## src/rtl/dcdir_pkg.sv

```systemverilog
// dcdir_pkg: shared definitions for the L1 D-cache directory sequencer.
//   dcdir_state_e - sequencer states (init sweep, idle/arbitrate, invalidate write-back)
//   DIR_VALID_BIT - position of the line valid bit in a directory entry
//   DIR_WE_ALL    - directory write-enable pattern used for every write
//   GNT_*         - bit positions of the one-hot grant vector from dcdir_arb
package dcdir_pkg;

  typedef enum logic [1:0] {
    ST_INIT   = 2'd0,
    ST_IDLE   = 2'd1,
    ST_INV_WR = 2'd2
  } dcdir_state_e;

  localparam int unsigned DIR_VALID_BIT = 21;
  localparam logic [3:0]  DIR_WE_ALL    = 4'b1111;

  localparam int unsigned GNT_LU  = 0;
  localparam int unsigned GNT_RL  = 1;
  localparam int unsigned GNT_INV = 2;

endpackage

```

## src/rtl/dcdir_arb.sv

```systemverilog
// dcdir_arb: priority select for the single directory port plus the
// saturating lookup starve counter.
//   clk, rst  - clock, asynchronous active-high reset
//   en        - arbitration enabled (sequencer is idle); counter holds when 0
//   lu_req    - lookup request
//   rl_req    - reload write request
//   inv_req   - invalidate request
//   gnt[2:0]  - one-hot grant, indexed by GNT_LU / GNT_RL / GNT_INV
// Normal order is reload > invalidate > lookup; a lookup that has lost
// STARVE consecutive idle cycles jumps to the front.
module dcdir_arb
  import dcdir_pkg::*;
#(
  parameter int unsigned STARVE = 3
) (
  input  logic       clk,
  input  logic       rst,
  input  logic       en,
  input  logic       lu_req,
  input  logic       rl_req,
  input  logic       inv_req,
  output logic [2:0] gnt
);

  localparam int unsigned SW = (STARVE > 0) ? $clog2(STARVE + 1) : 1;

  logic [SW-1:0] starve_cnt;
  logic          forced;

  always_comb begin
    gnt    = '0;
    forced = lu_req && (starve_cnt == SW'(STARVE));
    if (en) begin
      if (forced)       gnt[GNT_LU]  = 1'b1;
      else if (rl_req)  gnt[GNT_RL]  = 1'b1;
      else if (inv_req) gnt[GNT_INV] = 1'b1;
      else if (lu_req)  gnt[GNT_LU]  = 1'b1;
    end
  end

  always_ff @(posedge clk or posedge rst) begin
    if (rst) begin
      starve_cnt <= '0;
    end else if (en) begin
      if (!lu_req || gnt[GNT_LU])
        starve_cnt <= '0;
      else if (starve_cnt != SW'(STARVE))
        starve_cnt <= starve_cnt + SW'(1);
    end
  end

endmodule

```

## src/rtl/dcdir_ctl.sv

```systemverilog
// dcdir_ctl: sequencer/arbiter in front of the L1 D-cache directory array.
// After reset it zeroes every line, then arbitrates three requesters onto the
// single directory port, issuing at most one access per cycle.
//   clk, rst                 - clock, asynchronous active-high reset
//   lu_req/lu_adr            - lookup request; lu_gnt accepts it
//   lu_vld/lu_dat            - lookup result, one cycle after lu_gnt; lu_dat holds
//   rl_req/rl_adr/rl_dat     - reload write; rl_gnt marks the write cycle
//   inv_req/inv_adr          - invalidate (read-modify-write clearing valid bit)
//   inv_gnt/inv_done         - RMW read cycle / RMW write cycle
//   init_done                - init sweep finished; no grants before this
//   dir_rd_adr/dir_rd_dat    - directory read port (data one cycle after address)
//   dir_wr_en/adr/dat        - directory write port
module dcdir_ctl
  import dcdir_pkg::*;
#(
  parameter int unsigned LINES  = 128,
  parameter int unsigned ADR_W  = 7,
  parameter int unsigned DAT_W  = DIR_VALID_BIT + 1,
  parameter int unsigned STARVE = 3
) (
  input  logic             clk,
  input  logic             rst,
  input  logic             lu_req,
  input  logic [ADR_W-1:0] lu_adr,
  output logic             lu_gnt,
  output logic             lu_vld,
  output logic [DAT_W-1:0] lu_dat,
  input  logic             rl_req,
  input  logic [ADR_W-1:0] rl_adr,
  input  logic [DAT_W-1:0] rl_dat,
  output logic             rl_gnt,
  input  logic             inv_req,
  input  logic [ADR_W-1:0] inv_adr,
  output logic             inv_gnt,
  output logic             inv_done,
  output logic             init_done,
  output logic [ADR_W-1:0] dir_rd_adr,
  input  logic [DAT_W-1:0] dir_rd_dat,
  output logic [3:0]       dir_wr_en,
  output logic [ADR_W-1:0] dir_wr_adr,
  output logic [DAT_W-1:0] dir_wr_dat
);

  dcdir_state_e     state;
  logic [ADR_W-1:0] sweep_cnt;
  logic [ADR_W-1:0] inv_adr_q;
  logic             lu_vld_q;
  logic [DAT_W-1:0] lu_dat_q;
  logic [2:0]       gnt;

  dcdir_arb #(
    .STARVE (STARVE)
  ) u_arb (
    .clk     (clk),
    .rst     (rst),
    .en      (state == ST_IDLE),
    .lu_req  (lu_req),
    .rl_req  (rl_req),
    .inv_req (inv_req),
    .gnt     (gnt)
  );

  assign lu_gnt  = gnt[GNT_LU];
  assign rl_gnt  = gnt[GNT_RL];
  assign inv_gnt = gnt[GNT_INV];

  // Read data arrives the cycle after the grant; present it directly while
  // lu_vld is high and hold the captured copy until the next lookup.
  assign lu_vld = lu_vld_q;
  assign lu_dat = lu_vld_q ? dir_rd_dat : lu_dat_q;

  always_ff @(posedge clk or posedge rst) begin
    if (rst) begin
      state     <= ST_INIT;
      sweep_cnt <= '0;
      inv_adr_q <= '0;
      lu_vld_q  <= 1'b0;
      lu_dat_q  <= '0;
      init_done <= 1'b0;
    end else begin
      lu_vld_q <= lu_gnt;
      if (lu_vld_q)
        lu_dat_q <= dir_rd_dat;
      case (state)
        ST_INIT: begin
          sweep_cnt <= sweep_cnt + ADR_W'(1);
          if (sweep_cnt == ADR_W'(LINES - 1)) begin
            sweep_cnt <= '0;
            init_done <= 1'b1;
            state     <= ST_IDLE;
          end
        end
        ST_IDLE: begin
          if (inv_gnt) begin
            inv_adr_q <= inv_adr;
            state     <= ST_INV_WR;
          end
        end
        ST_INV_WR: state <= ST_IDLE;
        default:   state <= ST_INIT;
      endcase
    end
  end

  // Port drive is decoded from the state registers. While rst is held the
  // state already reads INIT, so rst masks the port to keep the directory
  // untouched until reset is released.
  always_comb begin
    dir_rd_adr = '0;
    dir_wr_en  = '0;
    dir_wr_adr = '0;
    dir_wr_dat = '0;
    inv_done   = 1'b0;
    if (!rst) begin
      case (state)
        ST_INIT: begin
          dir_wr_en  = DIR_WE_ALL;
          dir_wr_adr = sweep_cnt;
        end
        ST_IDLE: begin
          if (rl_gnt) begin
            dir_wr_en  = DIR_WE_ALL;
            dir_wr_adr = rl_adr;
            dir_wr_dat = rl_dat;
          end else if (inv_gnt) begin
            dir_rd_adr = inv_adr;
          end else if (lu_gnt) begin
            dir_rd_adr = lu_adr;
          end
        end
        ST_INV_WR: begin
          dir_wr_en  = DIR_WE_ALL;
          dir_wr_adr = inv_adr_q;
          dir_wr_dat = {1'b0, dir_rd_dat[DAT_W-2:0]};
          inv_done   = 1'b1;
        end
        default: ;
      endcase
    end
  end

endmodule

```

## config.mk

```make
export PLATFORM = sky130hd
export DESIGN_NAME = dcdir_ctl
export DESIGN_NICKNAME = d
export VERILOG_FILES = /design/src/rtl/dcdir_pkg.sv /design/src/rtl/dcdir_arb.sv /design/src/rtl/dcdir_ctl.sv
export SDC_FILE = /design/constraint.sdc
export NUM_CORES = 1
export LEC_CHECK = 0
export ABC_AREA = 0
export CELL_PAD_IN_SITES_DETAIL_PLACEMENT = 0
export CELL_PAD_IN_SITES_GLOBAL_PLACEMENT = 2
export CORE_ASPECT_RATIO = 0.7
export CORE_UTILIZATION = 21
export DETAILED_ROUTE_END_ITERATION = 10
export PLACE_DENSITY_LB_ADDON = 0.1
export SETUP_SLACK_MARGIN = 0.1
export SKIP_LAST_GASP = 1
export SLEW_MARGIN = 5
export SYNTH_ARGS = -nofsm -noshare
export SYNTH_HDL_FRONTEND = slang
export SYNTH_HIERARCHICAL = 1
export SYNTH_SLANG_ARGS = --single-unit
```

## constraint.sdc

```tcl
create_clock -name clk -period 2.12 [get_ports clk]
set_clock_uncertainty 0.15 [all_clocks]
set_input_delay 0.212 -clock clk [delete_from_list [all_inputs] [get_ports clk]]
set_output_delay 0.212 -clock clk [all_outputs]
set_load 0.02 [all_outputs]
```

==> impl_metrics.toml, run 1 <==
[run_status]
status = "finished with violations"
violations = "setup timing"

[logic_synthesis]
netlist_area_um2 = 2380
synth_seq_cells = 42
synth_flop_cell = "dfrtp_1"
synth-seq-area-share = 0.442
synth-edff-count = 0
postSynthAreaPerCell_um2 = 10.3
synth_cell_type_count = 40
syn_inst = 231
synth-async-reset-ratio = 1.00
syn_nets = 308
yosysWarnings = 6

[setup_path]
reg2reg_from = "state[1]"
crit_chain = "ha_4 > and3_4 > and2_4 > buf_12 > a222oi_1 > nor2_1 > buf_2"
critPathMaxFanout = 11
crit_type = "register to output port"
crit_buf_inv = 2
critPathMaxStageDelay_ns = 0.43
cp.arrival_ns = 1.91
worstSetupEndpointType = "output port"
r2r_cells = 9
rrSetupSlack_ns = -0.02
crit_start = "state[0]"
start_kind = "register"
r2r-end = "state[0]"
crit_family = "flip-flops"
required_ns = 1.76
cp_slowest_cell = "dfrtp_1"

[floorplan]
die_w_um = 129
core_area_um2 = 11000
dieHeight_um = 91.0
fp.dieArea_um2 = 11800
start_util = 0.216
ios = 138
rows = 32

[route]
drt-total-wl_um = 8750
wl_per_cell_um = 15.7
post-route-drc-count = 0
firstDrtPassIters = 4
vias_per_cell = 4.41
ant_nets = 0
num_vias = 2456
drt_iter0_markers = 99

[clocking]
cts-buffers-inserted = 5
postCtsHoldBufs = 0
ctsRootBufferMaster = "clkbuf_16"
cts_sinks = 42
clkTransAtPathRegs_ns = 0.06
cts_max_path_buffers = 2
htree_levels = 2
clock_latency_ns = 0.28
cts_tree = "yes"

[pwr]
p_leak_nw = 1.93
vdd_drop_max_mv = 0.420
pwr_density_cell_nw_per_um2 = 898

[finish]
num_antenna_cells = 0
area_delta_synth_final_pct = 100
layout.nets = 480
stdcell_area_um2 = 4760
layout-drive-gt1-share = 0.502

[global_routing]
grt_pass1_wl_um = 13700
antenna_found_initial = 0
first_global_vias = 2502
grt_usage = 0.154
grt_overflow_total = 0
grt_max_degree = 41

[worst_hold_path]
hold_class = "primary input to asynchronous set/reset pin"

[flow_run]
cap_violations = 0

[place]
hpwlAfterDp_um = 6250
place.gp.congestion = 0.687
portBuffers = 137
place_ws_ns = -0.466
place_area_um2 = 4230

[timing]
finalSetupViolCount = 41
fmax_mhz = 439
fin_crit_sh = 1.07
finalWorstSetupSlack_ns = -0.156
finalMaxSlewViolations = 0
tightest_slew_ns = 0.543
finalHoldViolCount = 0
fin_crit_ns = 2.28
slew_headroom = 0.638
rsz0062_at_grt = "true"
hold_ws_ns = 0.199
==> registers in the layout (all words and copies together) (netlist names) <==
register          flops
sweep_cnt             7
inv_adr_q             7
lu_dat_q             22
state                 2
u_arb/starve_cnt      2
init_done             1
lu_vld                1
==> metrics by stage <==
stage               total power, mW  setup TNS (ns)  utilization  instances
floorplan                      2.50               0            -        231
global placement               3.52          -16.66        0.384        534
detailed placement             3.52          -16.51        0.384        534
CTS                            4.24           -3.95        0.415        549
global route                   4.57           -7.94        0.432        557
finish                         4.28           -4.63        0.432        557
==> synth_stat cells (2+ instances only) <==
| master | instances | share of area |
|---|---|---|
| ha_1 | 7 | 0.037 |
| nand3_1 | 4 | 0.0084 |
| dfrtp_1 | 42 | 0.44 |
| nor2_1 | 41 | 0.065 |
| clkbuf_1 | 8 | 0.013 |
| nand2_1 | 10 | 0.016 |
| o211ai_1 | 2 | 0.0063 |
| a222oi_1 | 7 | 0.029 |
| buf_2 | 6 | 0.013 |
| nand2b_1 | 4 | 0.011 |
| nand3b_1 | 2 | 0.0063 |
| o21ai_0 | 2 | 0.0042 |
| xnor2_1 | 2 | 0.0074 |
| inv_1 | 7 | 0.011 |
| mux2_2 | 30 | 0.14 |
| a22oi_1 | 27 | 0.085 |
| nor2b_1 | 5 | 0.013 |
| buf_4 | 3 | 0.0095 |
==> cell type report <==
type	instances	area, µm²
Fill cell	1094	6250
Timing Repair Buffer	183	1790
Clock buffer	7	143
Clock inverter	1	5.00
Multi-Input combinational cell	164	1550
Tap cell	153	191
Inverter	7	32.5
Sequential cell	42	1050
==> cell families after synthesis <==
kind of cell / after synthesis / share of synthesized area
AND/OR/NAND/NOR: 76 / 0.154
AO/OA/AOI/OAI: 48 / 0.166
flip-flops: 42 / 0.442
multiplexers: 30 / 0.142
buffers and inverters: 25 / 0.0479
adder cells (fa/ha/maj): 7 / 0.0369
XOR/XNOR: 3 / 0.0111
==> layer usage <==
metal / wire length (µm) / global-route usage / vias up
li1: - / - / 1181
met1: 4190 / 0.210 / 1200
met2: 4050 / 0.243 / 70
met3: 450 / 0.0418 / 5
met4: 59 / 0.0294 / 0
met5: 0 / 0 / -
==> placed cells by master (no fill, tap or decap), types with 3 or more instances in the layout <==
cell type / instances
inv_1: 4
nor2b_4: 3
clkdlybuf4s50_1: 71
dlygate4sd2_1: 22
nand3_1: 3
clkbuf_16: 6
nor2_1: 13
buf_6: 30
buf_4: 45
dfrtp_1: 42
a222oi_1: 7
a22oi_1: 7
nor2_2: 26
buf_12: 4
a22oi_2: 20
nand2b_1: 4
buf_2: 7
nand2_1: 5
mux2_2: 30
nand2_2: 3
ha_4: 4
==> report_power, final <==
group	internal (mW)	switching [mW]
registers	1.16	0.191
clock network	0.467	0.303
logic	1.08	1.08
total	2.71	1.57
==> timing repair <==
action,CTS,global route
endpoints found under the setup margin,68,52
gates cloned,2,1
gates resized for setup,288,35
pin swaps,15,12
setup buffers,5,8
==> worst max-delay path by stage <==
stage | endpoint | slack (ns) | depth (start not counted)
floorplan | dir_wr_dat[12] | 0.08 | 4
global placement | dir_wr_dat[10] | -0.46 | 8
detailed placement | dir_wr_dat[10] | -0.47 | 8
CTS | dir_wr_dat[0] | -0.15 | 9
global route | dir_wr_adr[1] | -0.25 | 7
finish | dir_wr_adr[1] | -0.16 | 7
==> tightest hold or removal path, cell delays in order <==
cell and delay, ns:
clkdlybuf4s50_1 0.49, buf_4 0.18, inv_1 0.08
No activity file was read; power rests on OpenSTA's default activity.
==> run 2, diff against run 1 <==
--- a/config.mk
+++ b/config.mk
@@ -9,7 +9,7 @@
 export CELL_PAD_IN_SITES_DETAIL_PLACEMENT = 0
 export CELL_PAD_IN_SITES_GLOBAL_PLACEMENT = 2
 export CORE_ASPECT_RATIO = 0.7
-export CORE_UTILIZATION = 21
+export CORE_UTILIZATION = 22
 export DETAILED_ROUTE_END_ITERATION = 10
 export PLACE_DENSITY_LB_ADDON = 0.1
 export SETUP_SLACK_MARGIN = 0.1
@@ -17,5 +17,4 @@
 export SLEW_MARGIN = 5
 export SYNTH_ARGS = -nofsm -noshare
 export SYNTH_HDL_FRONTEND = slang
-export SYNTH_HIERARCHICAL = 1
 export SYNTH_SLANG_ARGS = --single-unit
==> run 2 against run 1 <==
Effect of this change: the run now ends clean; final area decreased by 0.58%; sequential power rose by 5%; register-to-register slack improved by 0.27 ns; largest power group unchanged; clock-buffer cell count fell by 1; utilization grew 1.3 points; global-route usage increased by 1.2 points; sequential share of layout area increased by 0.15 points.
==> impl_metrics.toml, run 2 <==
[logic_synthesis]
syn_nets = 320
synth_top_area_cell = "dfrtp_1"
synth-adder-area-share = 0.0304
synth-async-reset-ratio = 1.00
synth_cell_type_count = 41
synth_seq_cells = 42
synth_compound_area_frac = 0.205
synth-seq-area-share = 0.426
muxShareOfSynthArea = 0.109
synth-edff-count = 0
synth-xor-area-share = 0.0142
yosysWarnings = 0
synth-simple-area-share = 0.151
syn_inst = 244
netlist_area_um2 = 2470
synth_top_area_share = 0.426
synth.most_common_cell = "dfrtp_1"
synth_flop_cell = "dfrtp_1"
synth_top_family_by_area = "compound AO/OA/AOI/OAI gates"
synth_area_leaders = "dfrtp_1 (43%), mux2_2 (11%), a32oi_1 (7.5%), nor2_1 (3.7%), nand3_1 (3.5%)"
ys_top_cells_by_count = "dfrtp_1 (42), nor2_1 (24), mux2_2 (23)"
postSynthAreaPerCell_um2 = 10.1

[setup_path]
cp.arrival_ns = 1.75
crit_chain = "ha_2 > a21boi_4 > buf_6 > buf_6 > nand3_1 > a21oi_1 > buf_4"
crit_type = "register to output port"
crit_buf_inv = 3
worstSetupEndpointType = "output port"
path_common_cell = "buf_6"
required_ns = 1.76
cp.depth = 7
rrSetupSlack_ns = 0.25
r2r_cells = 8
cp_slowest_cell = "dfrtp_1"
start_kind = "register"
critPathMaxStageDelay_ns = 0.39
crit_family = "buffers and inverters"
critPathMaxFanout = 6

[floorplan]
ios = 138
core_area_um2 = 10600
dieHeight_um = 90.6
start_util = 0.232
fp.dieArea_um2 = 11600
die_w_um = 129
rows = 31

[place]
place_ws_ns = -0.362
place_area_um2 = 4210
place.gp.congestion = 0.708
hpwlAfterDp_um = 6490
portBuffers = 137

[pwr]
clkPwrFrac = 0.134
p_int_mw = 3.44
p_seq_frac = 0.242
p_sw_frac = 0.416
power.switching_mw = 2.45
finalPower_mw = 5.89
p_leak_nw = 2.04
vdd_drop_max_mv = 0.396
share_comb_of_total_power = 0.624
pwr_density_cell_nw_per_um2 = 1240

[route]
wl_per_cell_um = 16.2
num_vias = 2562
vias_per_cell = 4.53
ant_nets = 0
drt-total-wl_um = 9140
post-route-drc-count = 0
firstDrtPassIters = 4
drt_iter0_markers = 90

[global_routing]
antenna_found_initial = 0
grt_usage = 0.166
grt_overflow_total = 0
grt_max_degree = 43
grt_pass1_wl_um = 14800
first_global_vias = 2697

[finish]
area_delta_synth_final_pct = 91.9
top_regs = "lu_dat_q (22), inv_adr_q (7), sweep_cnt (7)"
top_register = "lu_dat_q"
layout.nets = 492
layout-drive-gt1-share = 0.420
num_antenna_cells = 0
stdcell_area_um2 = 4730
largest_reg_flops = 22
final_cell_mix = "clkdlybuf4s50_1 (71), buf_4 (57), dfrtp_1 (41)"
final_common_cell = "clkdlybuf4s50_1"

[timing]
tightest_slew_ns = 0.563
tns_ns = 0
finalHoldViolCount = 0
finalSetupViolCount = 0
slew_headroom = 0.624
finalMaxSlewViolations = 0
fin_crit_ns = 2.11
rsz0062_at_grt = "true"
fmax_mhz = 474
fin_crit_sh = 0.995
finalWorstSetupSlack_ns = 0.0116
hold_ws_ns = 0.323

[flow_run]
cap_violations = 0

[clocking]
ctsRootBufferMaster = "clkbuf_16"
cts_max_path_buffers = 2
htree_levels = 2
cts-buffers-inserted = 5
postCtsHoldBufs = 0
clkTransAtPathRegs_ns = 0.06
clock_latency_ns = 0.29
cts_tree = "yes"
cts_sinks = 42

[run_status]
status = "complete, no violations"

[worst_hold_path]
whs_path_depth = 1
hold_class = "register to register"
-- run 2: changes by cell type in the layout (fill, tap and decap cells not counted), moves of 5 or more --
cell | previous run | this run
a21bo_1 | 0 | 7
a32oi_1 | 0 | 18
a211oi_1 | 0 | 5
a22oi_2 | 20 | 0
buf_6 | 30 | 25
buf_4 | 45 | 57
a222oi_1 | 7 | 0
mux2_2 | 30 | 23
nand4_1 | 1 | 7
nand3_1 | 3 | 14
a21oi_2 | 0 | 9
a21oi_1 | 0 | 5
nor2_2 | 26 | 5
-- run 2: final timing paths --
check                                          from       endpoint
min in group asynchronous                       rst       state[1]
max in group asynchronous                       rst       state[0]
worst min register to register            init_done      init_done
worst max-delay path            u_arb.starve_cnt[0]  dir_wr_adr[0]
worst min-delay path                      init_done      init_done
worst max register to register             state[1]   sweep_cnt[5]
-- run 2: logic make-up after synthesis --
logic type               after synthesis
multiplexers                          24
AO/OA/AOI/OAI                         63
XOR/XNOR                               4
buffers and inverters                 31
flip-flops                            42
AND/OR/NAND/NOR                       74
adder cells (fa/ha/maj)                6
-- run 2: cell type report --
cell class,count,area (µm²)
Fill cell,1056,5900
Timing Repair Buffer,188,1830
Multi-Input combinational cell,171,1480
Sequential cell,42,1050
Tap cell,148,185
Clock buffer,6,139
Inverter,8,33.8
Clock inverter,2,12.5
-- run 2: layer usage --
metal / wire length (µm) / global-route usage / up-vias
li1: - / - / 1260
met1: 4730 / 0.243 / 1221
met2: 3830 / 0.245 / 77
met3: 533 / 0.0397 / 4
met4: 56 / 0.0324 / 0
met5: 0 / 0 / -
-- run 2: worst register-to-register path: stages (launching register included) --
cell and delay [ns]:
dfrtp_1 0.39, inv_2 0.09, buf_6 0.11, ha_4 0.14
buf_2 0.15, buf_4 0.14, nand4_2 0.12, or3_1 0.36
a21oi_1 0.15
-- run 2: through the flow --
stage                     instances  utilization
after floorplan                 244            -
after global placement          541        0.396
after detailed placement        541        0.396
after CTS                       561        0.437
after global routing            565        0.445
final                           565        0.445
-- run 2: power groups by stage --
stage	Sequential, mW	Combinational, mW	Clock (mW)
2_1_floorplan	1.35	1.80	0
4_1_cts	1.42	3.57	0.822
3_5_place_dp	1.43	3.24	0
6_report	1.42	3.67	0.790
5_1_grt	1.48	3.96	0.846
3_3_place_gp	1.42	3.22	0
-- run 2: timing repair --
| action | 4_1_cts | 5_1_grt |
|---|---|---|
| setup buffers | 6 | 4 |
| endpoints found under the setup margin | 66 | 44 |
| gates resized for setup | 308 | 19 |
| pin swaps | 9 | 6 |
| gates cloned | 6 | 0 |
